**src/rtl/btb_pkg.sv**
```systemverilog
// Shared constants and types for the branch target buffer.
package btb_pkg;

  localparam int CTR_W = 2;

  typedef logic [CTR_W-1:0] ctr_t;

  // Two-bit direction counter states; bit 1 is the taken prediction.
  localparam ctr_t SNT = 2'b00;
  localparam ctr_t WNT = 2'b01;
  localparam ctr_t WT  = 2'b10;
  localparam ctr_t ST  = 2'b11;

  localparam ctr_t CTR_RST   = SNT;
  localparam ctr_t CTR_ALLOC = WT;

  // Sequential fetch stride in bytes.
  localparam int PC_INC = 4;

endpackage

```
**src/rtl/btb_sat_counter.sv**
```systemverilog
// Next-state function of a 2-bit saturating direction counter.
module btb_sat_counter
  import btb_pkg::*;
(
  input  ctr_t ctr,
  input  logic taken,
  output ctr_t ctr_next
);

  // Step toward the resolved direction, saturating at ST and SNT.
  always_comb begin
    ctr_next = ctr;
    unique case (ctr)
      SNT:     ctr_next = taken ? WNT : SNT;
      WNT:     ctr_next = taken ? WT  : SNT;
      WT:      ctr_next = taken ? ST  : WNT;
      ST:      ctr_next = taken ? ST  : WT;
      default: ctr_next = ctr;
    endcase
  end

endmodule

```
**src/rtl/btb_predictor.sv**
```systemverilog
// Direct-mapped branch target buffer: registered lookup, same-edge update,
// synchronous flush of the valid vector.
module btb_predictor
  import btb_pkg::*;
#(
  parameter int INDEX_BITS = 5,
  parameter int TAG_BITS   = 8,
  parameter int PC_WIDTH   = 64
) (
  input  logic                clk,
  input  logic                arst_n,
  input  logic                flush,
  input  logic                lookup_en,
  input  logic [PC_WIDTH-1:0] lookup_pc,
  output logic                pred_valid,
  output logic                pred_hit,
  output logic                pred_taken,
  output logic [PC_WIDTH-1:0] pred_target,
  input  logic                update_en,
  input  logic [PC_WIDTH-1:0] update_pc,
  input  logic                update_taken,
  input  logic [PC_WIDTH-1:0] update_target
);

  localparam int ENTRIES = 1 << INDEX_BITS;
  localparam int TAG_LO  = INDEX_BITS + 2;
  localparam int TAG_HI  = INDEX_BITS + TAG_BITS + 1;

  logic [ENTRIES-1:0]  valid_q;
  logic [TAG_BITS-1:0] tag_q    [ENTRIES];
  logic [PC_WIDTH-1:0] target_q [ENTRIES];
  ctr_t                ctr_q    [ENTRIES];

  logic [INDEX_BITS-1:0] lk_idx, up_idx;
  logic [TAG_BITS-1:0]   lk_tag, up_tag;
  logic                  lk_hit, lk_taken, up_hit;
  logic [PC_WIDTH-1:0]   lk_target;
  ctr_t                  up_ctr_next;

  logic                vld_p1;
  logic                hit_p1;
  logic                taken_p1;
  logic [PC_WIDTH-1:0] target_p1;

  // Alignment bits and PC bits above the tag never take part in indexing.
  logic unused_pc_bits;
  assign unused_pc_bits = ^{lookup_pc[1:0], lookup_pc[PC_WIDTH-1:TAG_HI+1],
                            update_pc[1:0], update_pc[PC_WIDTH-1:TAG_HI+1]};

  assign lk_idx = lookup_pc[TAG_LO-1:2];
  assign lk_tag = lookup_pc[TAG_HI:TAG_LO];
  assign up_idx = update_pc[TAG_LO-1:2];
  assign up_tag = update_pc[TAG_HI:TAG_LO];

  // Lookup reads the pre-update state, giving read-before-write on collisions.
  always_comb begin
    lk_hit    = valid_q[lk_idx] && (tag_q[lk_idx] == lk_tag);
    lk_taken  = lk_hit && ctr_q[lk_idx][1];
    lk_target = lk_taken ? target_q[lk_idx] : lookup_pc + PC_WIDTH'(PC_INC);
    up_hit    = valid_q[up_idx] && (tag_q[up_idx] == up_tag);
  end

  btb_sat_counter u_sat_counter (
    .ctr      (ctr_q[up_idx]),
    .taken    (update_taken),
    .ctr_next (up_ctr_next)
  );

  // ---- stage p1: registered prediction, held while no lookup is issued ----
  always_ff @(posedge clk or negedge arst_n) begin
    if (!arst_n) begin
      vld_p1    <= 1'b0;
      hit_p1    <= 1'b0;
      taken_p1  <= 1'b0;
      target_p1 <= '0;
    end else begin
      vld_p1 <= lookup_en;
      if (lookup_en) begin
        hit_p1    <= lk_hit;
        taken_p1  <= lk_taken;
        target_p1 <= lk_target;
      end
    end
  end

  assign pred_valid  = vld_p1;
  assign pred_hit    = hit_p1;
  assign pred_taken  = taken_p1;
  assign pred_target = target_p1;

  // Valid vector: cleared by reset or flush, set on a taken-miss allocation.
  always_ff @(posedge clk or negedge arst_n) begin
    if (!arst_n) begin
      valid_q <= '0;
    end else if (flush) begin
      valid_q <= '0;
    end else if (update_en && !up_hit && update_taken) begin
      valid_q[up_idx] <= 1'b1;
    end
  end

  // Entry payload: train counter/target on a hit, allocate on a taken miss.
  always_ff @(posedge clk or negedge arst_n) begin
    if (!arst_n) begin
      for (int i = 0; i < ENTRIES; i++) begin
        tag_q[i]    <= '0;
        target_q[i] <= '0;
        ctr_q[i]    <= CTR_RST;
      end
    end else if (update_en && !flush) begin
      if (up_hit) begin
        ctr_q[up_idx] <= up_ctr_next;
        if (update_taken) target_q[up_idx] <= update_target;
      end else if (update_taken) begin
        tag_q[up_idx]    <= up_tag;
        target_q[up_idx] <= update_target;
        ctr_q[up_idx]    <= CTR_ALLOC;
      end
    end
  end

endmodule

```
**config.mk**
```make
export PLATFORM = sky130hd
export DESIGN_NAME = btb_predictor
export DESIGN_NICKNAME = d
export VERILOG_FILES = /design/src/rtl/btb_pkg.sv /design/src/rtl/btb_sat_counter.sv /design/src/rtl/btb_predictor.sv
export SDC_FILE = /design/constraint.sdc
export NUM_CORES = 2
export LEC_CHECK = 0
export ABC_CLOCK_PERIOD_IN_PS = 3500
export CAP_MARGIN = 40
export CORE_MARGIN = 2
export CORE_UTILIZATION = 30
export CTS_CLUSTER_DIAMETER = 80
export DETAILED_ROUTE_END_ITERATION = 7
export DONT_BUFFER_PORTS = 1
export GPL_TIMING_DRIVEN = 1
export SYNTH_ARGS = -nofsm -noshare
export SYNTH_HDL_FRONTEND = slang
export SYNTH_SLANG_ARGS = --single-unit
```
**constraint.sdc**
```tcl
create_clock -name clk -period 3.5 [get_ports clk]
set_input_delay 0.525 -clock clk [delete_from_list [all_inputs] [get_ports clk]]
set_output_delay 0.525 -clock clk [all_outputs]
set_load 0.005 [all_outputs]
```
==> summary.md <==
| Metric | Value |
|---|---|
| Worst R2R Start | tag_q[196] |
| Flop2flop setup slack | 0.1 ns |
| Reg clk slew, reported paths | 0.06 ns |
| Area delta synth->final | 16.88% |
| Initial antenna violation count | 46 |
| Hold Path Class | in -> async |
| Share of power burned in registers | 0.472 |
| Part of the power in combinational logic | 0.100 |
| Crit path capture type | register |
| Crit path to | valid_q[31] |
| Nets | 7513 |
| Clock Sinks | 2467 |
| WS Path Type | reg -> reg |
| Netlist cell types | 66 |
| Post-synthesis cell type with the largest combined area | dfrtp_1 |
| Antenna violation net count after detailed routing | 0 |
| Yosys warnings | 0 |
| Final Max Tran Viols | 0 |
| Synth Instances | 7241 |
| Die area | 0.3887 mm^2 |
| DP HPWL | 194.2 mm |
| Synth top cells by count | dfrtp_1 (2467), mux2_2 (2371), mux4_2 (774), clkbuf_1 (497), mux2i_1 (186) |
| DR pass1 iterations | 5 |
| Post-synth net total | 7440 |
| Post-synth ARST share | 1.000 |
| Clk Latency, worst-skew pair | 0.87 ns |
| Met3 WL | 22.18 mm |
| Hold_ws | -0.2802 ns |
| Metal-1 WL | 153.1 mm |
| Top Layer Used | met5 |
| Synth Register Bits | 2467 |
| Switching Power | 16.18 mW |
| Global-route wire length before repair | 511.2 mm |
| H-Tree Level Count | 5 |
| Top cell type's share of synthesized area | 0.5363 |
| Crit path DAT | 4.10 ns |
| Number of cell rows | 227 |
| Internal power | 51.97 mW |
| CP max FO | 21 |
| FF-to-FF path depth | 11 |
| Sequential element share of the synthesized area | 0.5363 |
| Layout Utilization | 0.3522 |
| Max Cap Viol | 0 |
| Post-route clock period utilization | 0.9723 |
| Met2 wire length | 164.4 mm |
| CTS buffer count | 272 |
| CTS tree | yes |
| DR iter-0 viols | 5738 |
| Top-count cell post-synth | dfrtp_1 |
| Post-synthesis cell area | 0.1151 mm^2 |
| R2r endpoint | valid_q[31] |
| Final wirelength | 350.3 mm |
| Root Driver | clkbuf_16 |
| Gpl congestion | 0.8308 |
| Min cycle time layout | 3.403 ns |
| Vias in the first global route | 71050 |
| Core box area | 0.3820 mm^2 |
| Clk_skew | 0.08385 ns |
| Status | finished, violations left |
| Wire per inst | 27.87 um |
| Worst slew pin tran | 1.412 ns |
| Global route overflow | 0 |
| Required @ worst endpoint | 4.20 ns |
| Number of port buffers | 0 |
| Pwr per Cell Area | 506.5 mW/mm^2 |
| Routed via count | 67370 |
| Initial Utilization | 0.3013 |
| Clock network fraction of total power | 0.428 |
| Die X | 623.4 um |
| Switch share | 0.2374 |
| CP startpoint kind | register |
| IO Count | 265 |
| Lkg Pwr | 61.37 nW |
| Longest Clk Path Bufs | 4 |
| Failing checks | negative hold slack |
| Setup Viol. Count Final | 0 |
| Die H | 623.4 um |
| PnR Total Power | 68.14 mW |
| Ys flop type | dfrtp_1 |
| GRT Resource Usage Total | 0.1771 |
| Post-synth EDFFs | 0 |
| Rel. slew slack | 0.05847 |
| Synth top area cells | dfrtp_1 (54%), mux2_2 (23%), mux4_2 (15%) |
| Mean Syn Cell Area | 15.90 um^2 |
| Vias/cell | 5.361 |
| Largest net degree at the start of global routing | 607 |
| CP Launch Point | tag_q[196] |
| Peak Freq | 293.9 MHz |
| Share of cells above drive strength 1 | 0.5349 |
| # DRC | 0 |
| Final-report hold violation count | 275 |
| IR drop worst, VDD | 391.9 uV |
| Unrepaired setup endpoints after global routing | no |
## state kept, by name (all words and copies together), names as in the netlist
name         flops
target_q      2048
pred_target     64
pred_valid       1
pred_hit         1
valid_q         32
tag_q          256
pred_taken       1
ctr_q           64
## area by class of cell
type / instances / area (um^2)
fillers: 35710 / 247500
repair buffers: 502 / 6729
flip-flops and latches: 2467 / 61730
inverters: 22 / 97.59
clock buffers: 394 / 7968
clock inverters: 81 / 1011
multi-input cells: 4049 / 50650
well taps: 5038 / 6304
diodes: 14 / 35.03
## power by group through the flow
stage / clock network [mW] / registers (mW) / logic, mW
6_report: 29.1 / 32.2 / 6.83
5_1_grt: 30.9 / 32.4 / 7.36
4_1_cts: 29.7 / 32.1 / 6.62
3_5_place_dp: 0 / 32.7 / 5.94
3_3_place_gp: 0 / 32.5 / 5.74
2_1_floorplan: 0 / 32.1 / 4.78
## stage by stage
step                instance area [um^2]  setup slack [ns]  setup TNS [ns]  hold WS (ns)  cells
global route                      134500          0.009978               0       -0.2363  12560
global placement                  122600            -1.598        -1018.98        0.2592  11870
finish                            134500           0.09690               0       -0.2802  12570
CTS                               133400           0.02618               0       -0.1380  12480
floorplan                         115100         0.0003011               0        0.2294   7241
detailed placement                122600            -1.583        -1291.17        0.2600  11870
## cell usage in the layout, fill, tap and decap left out, types with 49 or more instances in the layout
master,instances
nor2_1,74
dfrtp_1,2467
a22oi_1,61
a21oi_1,70
mux4_2,774
clkbuf_1,63
clkbuf_8,49
buf_4,172
buf_12,127
mux2_2,2371
o21ai_0,64
buf_8,54
mux2i_1,184
clkbuf_16,283
nand2_1,82
dlygate4sd3_1,113
## cell families (layout without fill, tap and decap cells)
group / count (synthesis) / in the layout / share of synthesized area
multiplexers: 3338 / 3338 / 0.4012
flip-flops: 2467 / 2467 / 0.5363
buffers and inverters: 725 / 999 / 0.02624
AND/OR/NAND/NOR: 372 / 372 / 0.01640
AO/OA/AOI/OAI: 265 / 265 / 0.01419
XOR/XNOR: 72 / 72 / 0.005479
adder cells (fa/ha/maj): 2 / 2 / 0.0001956
other: 0 / 14 / 0
## how the worst min path moves through the flow
stage / slack [ns] / endpoint / startpoint / cells after the start
finish: -0.28 / valid_q[31] / arst_n / 1
global route: -0.24 / valid_q[31] / arst_n / 1
CTS: -0.14 / target_q[1159] / arst_n / 2
detailed placement: 0.26 / ctr_q[6] / arst_n / 0
global placement: 0.26 / ctr_q[6] / arst_n / 0
floorplan: 0.23 / ctr_q[0] / arst_n / 0
## layer usage
layer | vias to the layer above | GRT usage
met5 | - | 0
met4 | 20 | 0.05027
met3 | 604 | 0.03676
met2 | 2030 | 0.2816
met1 | 37300 | 0.2443
li1 | 27420 | -
## repair_timing
| item | in CTS | in global routing |
|---|---|---|
| endpoints found under the setup margin | 694 | 201 |
| hold buffers | 132 | 5 |
| buffers inserted | 5 | 0 |
| gates resized for setup | 2 | 2 |
| endpoints found under the hold margin | 2754 | 300 |
| pin swaps | 0 | 2 |
| gates cloned | 6 | 1 |
## critical path, stage by stage, from the launching register on
cell	delay, ns
dfrtp_1	0.40
mux4_2	0.46
a22oi_1	0.33
nand4_1	0.22
xor2_1	0.20
nor4_1	0.28
nand4_1	0.21
buf_12	0.22
buf_4	0.18
nand3_2	0.11
a21oi_1	0.07
dlygate4sd3_1	0.57
No activity file was read; power rests on OpenSTA's default activity.
